### config.mk
export PLATFORM = sky130hd
export DESIGN_NAME = bcd_display_scan
export DESIGN_NICKNAME = d
export VERILOG_FILES = /design/src/rtl/bcd_display_scan.sv
export SDC_FILE = /design/constraint.sdc
export NUM_CORES = 1
export LEC_CHECK = 0
export BUFFER_PORTS_ARGS = -buffer_cell sky130_fd_sc_hd__buf_2
export CAP_MARGIN = 20
export CELL_PAD_IN_SITES_DETAIL_PLACEMENT = 0
export CELL_PAD_IN_SITES_GLOBAL_PLACEMENT = 2
export CORE_MARGIN = 10
export CORE_UTILIZATION = 31
export DETAILED_ROUTE_END_ITERATION = 8
export PLACE_DENSITY = 0.74
export SETUP_SLACK_MARGIN = 0.1
export SLEW_MARGIN = 20
export SYNTH_ARGS = -nofsm -noshare
export SYNTH_HDL_FRONTEND = slang
export SYNTH_SLANG_ARGS = --single-unit
### constraint.sdc
create_clock -name clk -period 1.9 [get_ports clk]
set_clock_uncertainty 0.05 [all_clocks]
set_input_delay 0.095 -clock clk [delete_from_list [all_inputs] [get_ports clk]]
set_output_delay 0.095 -clock clk [all_outputs]
set_load 0.1 [all_outputs]
### src/rtl/bcd_display_scan.sv
// Two-digit multiplexed 7-segment scanner with blanking dead time and sticky overflow dp.
// Define LEADING_ZERO_BLANK_EN to blank a zero tens digit.
module bcd_display_scan #(
    parameter int unsigned PRESCALE = 1000
) (
    input  logic       clk,
    input  logic       reset,
    input  logic [3:0] digit_1,
    input  logic [3:0] digit_10,
    input  logic       carry,
    input  logic       ovf_clr,
    output logic [6:0] seg,
    output logic [1:0] an,
    output logic       dp,
    output logic       frame
);

    typedef enum logic [1:0] {
        S_D1  = 2'd0,
        S_B1  = 2'd1,
        S_D10 = 2'd2,
        S_B10 = 2'd3
    } state_t;

    localparam logic [15:0] PRE_MAX = 16'(PRESCALE - 1);
    localparam logic [6:0]  SEG_OFF = 7'h7F;

    logic [15:0] pre_q, pre_d;
    logic        tick;
    state_t      state_q, state_d;
    logic [3:0]  sh1_q, sh1_d;
    logic [3:0]  sh10_q, sh10_d;
    logic        snap_q, snap_d;
    logic        ovf_q, ovf_d;
    logic [6:0]  seg_q, seg_d;
    logic [1:0]  an_q, an_d;
    logic        dp_q, dp_d;
    logic        frame_q, frame_d;

    function automatic logic [6:0] dec7(input logic [3:0] d);
        logic [6:0] s;
        case (d)
            4'd0:    s = 7'h40;
            4'd1:    s = 7'h79;
            4'd2:    s = 7'h24;
            4'd3:    s = 7'h30;
            4'd4:    s = 7'h19;
            4'd5:    s = 7'h12;
            4'd6:    s = 7'h02;
            4'd7:    s = 7'h78;
            4'd8:    s = 7'h00;
            4'd9:    s = 7'h10;
            default: s = 7'h3F;
        endcase
        return s;
    endfunction

    always_comb begin
        tick  = (pre_q == PRE_MAX);
        pre_d = tick ? 16'd0 : pre_q + 16'd1;
    end

    always_comb begin
        state_d = state_q;
        if (tick) begin
            unique case (state_q)
                S_D1:    state_d = S_B1;
                S_B1:    state_d = S_D10;
                S_D10:   state_d = S_B10;
                default: state_d = S_D1;
            endcase
        end
    end

    // Inputs are sampled only when the scan wraps back to the units digit.
    always_comb begin
        snap_d = tick && (state_q == S_B10);
        sh1_d  = snap_d ? digit_1  : sh1_q;
        sh10_d = snap_d ? digit_10 : sh10_q;
    end

    // carry has priority over the clear.
    always_comb begin
        ovf_d = ovf_q;
        if (ovf_clr) ovf_d = 1'b0;
        if (carry)   ovf_d = 1'b1;
    end

    always_comb begin
        seg_d   = SEG_OFF;
        an_d    = 2'b11;
        dp_d    = 1'b1;
        frame_d = snap_q;
        unique case (state_q)
            S_D1: begin
                an_d  = 2'b10;
                seg_d = dec7(sh1_q);
            end
            S_D10: begin
                an_d  = 2'b01;
                dp_d  = ~ovf_q;
`ifdef LEADING_ZERO_BLANK_EN
                seg_d = (sh10_q == 4'd0) ? SEG_OFF : dec7(sh10_q);
`else
                seg_d = dec7(sh10_q);
`endif
            end
            default: begin
                seg_d = SEG_OFF;
                an_d  = 2'b11;
            end
        endcase
    end

    always_ff @(posedge clk or negedge reset) begin
        if (!reset) begin
            pre_q   <= 16'd0;
            state_q <= S_B10;
            sh1_q   <= 4'd0;
            sh10_q  <= 4'd0;
            snap_q  <= 1'b0;
            ovf_q   <= 1'b0;
            seg_q   <= SEG_OFF;
            an_q    <= 2'b11;
            dp_q    <= 1'b1;
            frame_q <= 1'b0;
        end else begin
            pre_q   <= pre_d;
            state_q <= state_d;
            sh1_q   <= sh1_d;
            sh10_q  <= sh10_d;
            snap_q  <= snap_d;
            ovf_q   <= ovf_d;
            seg_q   <= seg_d;
            an_q    <= an_d;
            dp_q    <= dp_d;
            frame_q <= frame_d;
        end
    end

    assign seg   = seg_q;
    assign an    = an_q;
    assign dp    = dp_q;
    assign frame = frame_q;

endmodule

==> Word level (Yosys, flattened, before mapping) <==
Memory sizes are Yosys's and may differ from the RTL's.
Cells that the tools add are included.
{ "word_totals": {"romBits": 224, "regBits": 39, "mem_count": 2, "output_inout_bits": 11} }
{ "mem_list": {"columns": ["name", "depth", "word_bits", "rd", "rd_clocked_by_memory_dff", "write_ports", "line_no", "source"], "rows": [
  ["(name not given)", 16, 7, 1, 0, 0, "42", "case (d)"],
  ["(name not given)", 16, 7, 1, 0, 0, "42", null]
]} }
{ "op_classes": {"reduce_logical": 3, "eq_ne": 4, "addsub": 1, "mux": 7, "bitwise_logic": 1} }
{ "ops": {"columns": ["cell", "count"], "rows": [
  ["adder 16 x 1 -> 16 bit, second input constant", 1],
  ["== test 16 x 10 -> 1 bit, second input constant", 1],
  ["two-way mux 16 bit", 1],
  ["case mux 7 bit (2 select lines)", 1],
  ["case mux 2 bit (3 select lines)", 1],
  ["== test 2 bit, second input constant", 2],
  ["case mux 2 bit (2 select lines)", 1],
  ["two-way mux 1 bit", 3],
  ["== test 2 x 1 -> 1 bit, second input constant", 1],
  ["logical NOT 2 bit", 1],
  ["nonzero test 2 bit", 1],
  ["logical AND 1 bit", 1],
  ["inverter 1 bit", 1]
]} }

==> Longest topological paths before layout <==
Gate-level depths: netlist of run 1.
{ "depth": {"ltp_word": 2, "ltp_mapped": 5} }

==> Worst setup path after synthesis of run 1 <==
Ideal clock, no wire load.
{ "synth_path": {"path_kind": "register -> register", "start": "reg pre_q[12]", "end": "reg sh10_q[0]", "t_required_ps": 1725, "arrival_time_ps": 1836, "path_stages_with_launch": 5, "slack_ps": -111, "n_path_buf": 1, "cell_sequence": "dfrtp_1 or4_1 buf_2 nor4_4 mux2_2"} }
{ "synth_via": {"elab_chain_cells": 2} }
{ "synth_rtl": {"columns": ["element", "line_no", "source"], "rows": [
  ["start, declared", "28", "logic [15:0] pre_q, pre_d;"],
  ["start signal, assigned", "128", "pre_q <= pre_d;"],
  ["== test 16 x 10 -> 1 bit", "59", "tick = (pre_q == PRE_MAX);"],
  ["logical AND 1 bit", "77", "snap_d = tick && (state_q == S_B10);"],
  ["end signal, assigned", "120", "sh10_q <= 4'd0;"],
  ["end signal, assigned", "131", "sh10_q <= sh10_d;"],
  ["end, declared", "32", "logic [3:0] sh10_q, sh10_d;"]
]} }
No other way between the ends.
A chain may end at the register's enable or synchronous reset.

==> Worst setup path in the final report of run 1 <==
{ "layout_path": {"start": "reg state_q[0]", "end": "reg sh1_q[1]"} }
{ "layout_via": {"elab_chain_cells": 2} }
{ "layout_rtl": {"columns": ["element", "line_no", "source"], "rows": [
  ["start, declared", "30", "state_t state_q, state_d;"],
  ["start signal, assigned", "129", "state_q <= state_d;"],
  ["== test 2 bit", "77", null],
  ["logical AND 1 bit", "77", null],
  ["end signal, assigned", "119", "sh1_q <= 4'd0;"],
  ["end signal, assigned", "130", "sh1_q <= sh1_d;"],
  ["end, declared", "31", "logic [3:0] sh1_q, sh1_d;"]
]} }
No other way between the ends.

==> results of run 1 <==
[where the power goes]
part / leakage, nW / switching [mW] / total (mW) / internal [mW]
clock: 0.0612 / 0.297 / 0.722 / 0.425
combinational: 0.642 / 0.0218 / 0.0456 / 0.0238
sequential: 0.484 / 0.000696 / 0.833 / 0.832
[path summary, 6_finish.rpt]
path / end / slack, ps / depth (start not counted)
setup / recovery: sh1_q[1] / 110 / 5
hold / removal: ovf_q / 20 / 3
setup reg to reg: sh1_q[1] / 110 / 5
hold reg to reg: frame / 310 / 0
max in group asynchronous: seg[2] / 760 / 3
min in group asynchronous: sh10_q[2] / 350 / 2
[layout make-up]
type / count / area (um2)
inverters: 15 / 56.3
repair buffers: 51 / 360
flip-flops and latches: 39 / 991
clock inverters: 2 / 35.0
fillers: 629 / 3720
clock buffers: 6 / 82.6
well taps: 77 / 96.3
multi-input cells: 121 / 1050
[layout by cell type (no fill, tap or decap), types with 3 or more instances in the layout]
master         instances
dfstp_2               12
or3_1                  4
nand4_1                5
nand2b_1               4
o221ai_1               5
a211oi_1               3
nand2_1                5
dlygate4sd3_1         10
inv_1                 15
nor4_1                 6
buf_4                 17
ha_1                  16
o31ai_1                3
clkbuf_8               6
nor2b_1                8
nand3_1                6
mux2_4                 9
o21ai_0                4
dfrtp_1               27
buf_2                 22
nor3_1                 3
a21oi_1               11
xor2_1                 7
[routing by layer]
| metal | global-route usage (%) | up-vias | wire (um) |
|---|---|---|---|
| li1 | - | 759 | - |
| met1 | 10.4 | 727 | 1870 |
| met3 | 2.59 | 3 | 168 |
| met2 | 15.1 | 17 | 2230 |
| met4 | 2.89 | 0 | 14 |
| met5 | 0 | - | 0 |
[worst min-delay path: cells and delay by family]
family | cells | cell delay [ps]
compound gates | 1 | 90
buf+inv | 2 | 130
[timing repair]
action | 4_1_cts | 5_1_grt
pin swaps | 2 | 1
endpoints found under the setup margin | 18 | 15
hold buffers | 10 | 0
gates resized for setup | 14 | 3
setup buffers | 2 | 1
hold endpoints to repair | 36 | 0
[logic make-up (layout without fill, tap and decap cells)]
group / Yosys count / count (layout) / share of synthesized area [%]
multiplexers: 10 / 10 / 5.52
buffers and inverters: 21 / 74 / 3.92
flip-flops: 39 / 39 / 48.6
adder cells (fa/ha/maj): 18 / 18 / 11.0
XOR/XNOR: 9 / 9 / 3.86
AO/OA/AOI/OAI: 31 / 31 / 10.1
AND/OR/NAND/NOR: 53 / 53 / 17.0
[state kept, by name, indices dropped and copies added (netlist names)]
signal / count
sh10_q: 4
an: 2
pre_q: 16
sh1_q: 4
seg: 7
dp: 1
state_q: 2
frame: 1
frame_d: 1
ovf_q: 1
[stage by stage]
| step | std cells | power [mW] | setup TNS [ps] | hold WS, ps |
|---|---|---|---|---|
| after floorplan | 181 | 0.850 | -300 | -251 |
| after global routing | 311 | 1.68 | 0 | 14.3 |
| final | 311 | 1.60 | 0 | 15.2 |
| after global placement | 290 | 0.879 | 0 | 161 |
| after CTS | 310 | 1.63 | 0 | 12.5 |
| after detailed placement | 290 | 0.880 | 0 | 165 |
==> PnR_summary.wiki, run 1 <==
{| class="wikitable"
! Metric !! Value
|-
| Highest cell delay on the worst timing path || 560 ps
|-
| Initial cell density of the core || 32.0%
|-
| Post-layout min period || 1790 ps
|-
| Final count of negative-setup-slack endpoints || 0
|-
| Synth unique cells || 32
|-
| Final core utilization || 41.8%
|-
| Count of flip-flops with a built-in enable after synthesis || 0
|-
| Most frequently used flop master after synthesis || dfrtp_1
|-
| Cell count after synthesis || 181
|-
| Number of clock sinks || 39
|-
| Number of buffer and inverter instances along the worst setup path || 1
|-
| Number of antenna violations at the first check in global routing || 0
|-
| Drt initial violations || 50
|-
| Netlist Area Pre-Place || 2040 um2
|-
| Synth async-reset ratio || 100%
|-
| Sequential fraction of the synthesis area || 48.6%
|-
| Detail-routed via count per cell || 4.84
|-
| Final design instance area without fill || 2670 um2
|-
| First-pass DRT Iterations || 4
|-
| PD cells || 600 nW/um2
|-
| Via count || 1,506
|-
| TritonCTS clock tree || built
|-
| Top-count cell post-synth || dfrtp_1
|-
| Top cell types by occurrence after synthesis || dfrtp_1, ha_1, inv_1
|-
| Worst setup startpoint || state_q[0]
|-
| Peak Freq || 0.559 GHz
|-
| Clock Tree Buf Depth || 2
|-
| Clk_lat worst skew || 290 ps
|-
| RSZ-0062 raised after global routing || true
|-
| Pre-CTS worst setup slack || 5.44 ps
|-
| Count of boundary I/O pins || 23
|-
| Warning count from the yosys run || 0
|-
| Overall global routing resource usage || 8.84%
|-
| CP Class || reg -> reg
|-
| Vertical extent of the die || 101 um
|-
| Layout overhead on the synthesized area || 30.8%
|-
| Worst setup SP type || register
|-
| Drt wl/cell || 13.8 um
|-
| CP cell instances || ha_4, nand4_1, nor4_4, buf_6, mux2_4
|-
| Worst VDD drop || 0.267 mV
|-
| Number of hold violations in the final report || 0
|-
| Worst Tran Pin Value || 746 ps
|-
| Total of flip-flops plus latches after synthesis || 39
|-
| Standby leakage power || 1.19 nW
|-
| Status || complete, no violations
|-
| Family of cells with the greatest summed delay on the critical path || flip-flops
|-
| Total overflow reported by the global router || 0
|-
| Synthesized Nets || 211
|-
| Reg-to-reg startpoint || state_q[0]
|-
| Detailed Route WL || 4290 um
|-
| Cell at the root of the clock tree || clkbuf_8
|-
| Slowest CP cell || dfstp_2
|-
| Number of clock buffers inserted by TritonCTS || 5
|-
| Wire length of the first global-routing pass || 7380 um
|-
| Remaining antenna violation count after routing || 0
|-
| Number of global-route vias before repair || 1,568
|-
| Count of input and output buffers || 22
|-
| Share of the synthesized area in the top cell type || 33.1%
|-
| Maximum capacitance violations || 0
|-
| Slew Limit Headroom || 50.2%
|-
| Area after detailed placement || 2350 um2
|-
| Arr. time, crit path || 1910 ps
|-
| Die extent in x || 101 um
|-
| Total number of nets in the final design || 263
|-
| Diode insertion count for antenna repair || 0
|-
| Average footprint of a synthesized cell || 11.3 um2
|-
| Half-perimeter wire length after detailed placement || 3050 um
|-
| Core outline area || 6390 um2
|-
| # DRC || 0
|-
| Critical Path End Type || register
|-
| Maximum number of pins on one net before global-route repair || 33
|-
| Share of final-layout standard cells stronger than drive strength 1 || 33.8%
|-
| Max FO, Critical Path || 8
|-
| Worst path setup slack after routing || 111 ps
|-
| Area enclosed by the die boundary || 10,200 um2
|-
| Worst min-delay path class || in -> reg
|-
| CP required || 2020 ps
|-
| Top area cells in the synthesized netlist || dfrtp_1, dfstp_2, ha_1
|-
| Hold Startpoint || ovf_clr
|-
| Clock transition at the registers of the reported paths || 80 ps
|-
| Most area-hungry cell type in the Yosys netlist || dfrtp_1
|-
| Row count || 29
|-
| Post-route fraction of the period consumed by the critical path || 94.1%
|-
| Final-report max-slew violation count || 0
|-
| # H-tree levels || 2
|-
| Global placer's final weighted congestion || 0.761
|}
Power figures use the tool's default switching activity.
==> run 2, diff against run 1 <==
--- a/config.mk
+++ b/config.mk
@@ -9,6 +9,7 @@
 export CAP_MARGIN = 20
 export CELL_PAD_IN_SITES_DETAIL_PLACEMENT = 0
 export CELL_PAD_IN_SITES_GLOBAL_PLACEMENT = 2
+export CORE_ASPECT_RATIO = 0.5
 export CORE_MARGIN = 10
 export CORE_UTILIZATION = 31
 export DETAILED_ROUTE_END_ITERATION = 8
==> PnR_summary.wiki, run 2 (same netlist as run 1, synthesis figures left out) <==
{| class="wikitable"
! Metric !! Value
|-
| Reg2Reg Setup Slack || 40 ps (-80 ps)
|-
| Vertical extent of the die || 77.4 um (-23%)
|-
| Detailed Route WL || 4510 um (+5.2%)
|-
| Worst VDD drop || 0.304 mV (+14%)
|-
| Number of hold violations in the final report || 0 (unchanged)
|-
| Remaining antenna violation count after routing || 0 (unchanged)
|-
| Count of input and output buffers || 22 (unchanged)
|-
| Number of flip-flops under the largest register name || 16 (unchanged)
|-
| Clk_lat worst skew || 280 ps (about the same)
|-
| Critical Path End Type || register
|-
| Number of clock sinks || 39 (unchanged)
|-
| Final-report max-slew violation count || 0 (unchanged)
|-
| First-pass DRT Iterations || 4 (unchanged)
|-
| Maximum capacitance violations || 0 (unchanged)
|-
| Final design instance area without fill || 2770 um2 (+3.6%)
|-
| GR met2 Demand/Resource || 15.0% (-0.13 points)
|-
| Worst min-delay path class || in -> reg
|-
| Peak Freq || 0.536 GHz (-4.1%)
|-
| TritonCTS clock tree || built
|-
| Post-layout min period || 1860 ps (+75.5 ps)
|-
| Wire length of the first global-routing pass || 7760 um (+5.0%)
|-
| Slew Limit Headroom || 41.7% (-8.6 points)
|-
| Area after detailed placement || 2320 um2 (-1.0%)
|-
| Row count || 20 (-31%)
|-
| Via count || 1,539 (+2.2%)
|-
| Arr. time, crit path || 1980 ps (+70 ps)
|-
| Maximum number of pins on one net before global-route repair || 40 (+21%)
|-
| Worst Tran Pin Value || 875 ps (+128 ps)
|-
| Total overflow reported by the global router || 0 (unchanged)
|-
| # H-tree levels || 2 (unchanged)
|-
| DP Cell Count || 296 (+2.1%)
|-
| Overall global routing resource usage || 8.96% (+0.12 points)
|-
| Busiest layer in global routing || met2
|-
| Global placer's final weighted congestion || 0.766 (+0.60%)
|-
| RSZ-0062 raised after global routing || true
|-
| Most common cell after layout, fill and taps aside || dfrtp_1
|-
| Half-perimeter wire length after detailed placement || 3040 um (-0.41%)
|-
| Number of clock buffers inserted by TritonCTS || 5 (unchanged)
|-
| Number of antenna violations at the first check in global routing || 0 (unchanged)
|-
| Post-layout total power || 1.96 mW (+23%)
|-
| Post-route fraction of the period consumed by the critical path || 98.1% (+4.0 points)
|-
| Worst setup SP type || register
|-
| CP Class || reg -> reg
|-
| Diode insertion count for antenna repair || 0 (unchanged)
|-
| # DRC || 0 (unchanged)
|-
| PD cells || 710 nW/um2 (+18%)
|-
| Status || complete, no violations
|-
| Drt wl/cell || 14.2 um (+3.2%)
|-
| Max FO, Critical Path || 8 (unchanged)
|-
| Final count of negative-setup-slack endpoints || 0 (unchanged)
|-
| Drt initial violations || 106 (+110%)
|-
| Fill cell count || 590 (-6.2%)
|-
| Die extent in x || 135 um (+33%)
|-
| Clock transition at the registers of the reported paths || 60 ps (-20 ps)
|-
| Clock Tree Buf Depth || 2 (unchanged)
|-
| Standby leakage power || 1.20 nW (+0.75%)
|-
| Share of final-layout standard cells stronger than drive strength 1 || 35.4% (+1.6 points)
|-
| Count of boundary I/O pins || 23 (unchanged)
|-
| Aggregate negative setup slack || 0 ps (unchanged)
|-
| Area enclosed by the die boundary || 10,400 um2 (+1.9%)
|-
| Number of global-route vias before repair || 1,616 (+3.1%)
|-
| CP required || 2010 ps (about the same)
|-
| Initial cell density of the core || 32.8% (+0.80 points)
|-
| Cell at the root of the clock tree || clkbuf_16
|-
| Met1 track demand over resource in global routing || 10.7% (+0.31 points)
|-
| Total number of nets in the final design || 258 (-1.9%)
|-
| Number of standard cells in the layout, taps in and fillers out || 317 (+1.9%)
|-
| Commonest cells after routing, fill and taps aside || dfrtp_1, buf_2, ha_1
|-
| Layout overhead on the synthesized area || 35.5%
|-
| Detail-routed via count per cell || 4.85 (+0.26%)
|-
| Core outline area || 6230 um2 (-2.4%)
|-
| Global routing usage on met3 || 2.70% (+0.11 points)
|-
| Register name with the most flops || pre_q
|-
| Hold WS || 4.36 ps (-10.8 ps)
|}
-- run 2: cell types whose count changed in the layout (fill, tap and decap cells not counted), moves of 5 or more --
| cell | change |
|---|---|
| buf_4 | -5 |
| a21oi_1 | -5 |
| clkbuf_8 | -6 |
| clkbuf_16 | +5 |
| a21oi_2 | +5 |
-- run 2: worst max-delay path, stage by stage, from the launching register on --
cell,delay (ps)
dfstp_2,560
ha_4,140
nand4_1,190
nor4_4,290
buf_6,200
mux2_4,310
-- run 2: path summary, 6_finish.rpt --
kind,startpoint,to,depth (start not counted)
max reg2reg,state_q[0],sh1_q[1],5
min reg2reg,frame_d,frame,0
max,state_q[0],sh1_q[1],5
min,digit_10[3],sh10_q[3],2
max in group asynchronous,reset,pre_q[15],2
min in group asynchronous,reset,pre_q[1],2
-- run 2: power breakdown --
group          internal, mW  switching, mW
Clock                 0.752          0.335
Combinational        0.0212         0.0219
Sequential            0.833       0.000653
-- run 2: what timing repair did --
item | CTS | global route
hold buffers | 9 | 0
gates resized for setup | 12 | 14
pin swaps | 3 | 3
cloned | 0 | 0
setup buffers | 2 | 2
endpoints found under the hold margin | 35 | 0
endpoints found under the setup margin | 18 | 18
-- run 2: routing by layer --
layer / vias up / part of all wire, %
li1: 747 / -
met1: 765 / 46
met2: 20 / 49
met3: 7 / 3.5
met4: 0 / 1.5
met5: - / 0
-- run 2: layout make-up --
cell class	instances	area [um2]	share of cell area (%)
Multi-Input combinational cell	121	1090	39.5
Sequential cell	39	991	35.8
Timing Repair Buffer	46	324	11.7
Clock buffer	5	125	4.52
Tap cell	88	110	3.98
Clock inverter	3	67.6	2.44
Inverter	15	56.3	2.04
-- run 2: through the flow --
stage	util, %	worst slack [ps]
after global routing	44.4	17.3
final	44.4	35.9
after detailed placement	37.3	10.6
after CTS	42.8	31.0
after global placement	37.3	60.1
after floorplan	-	-36.6
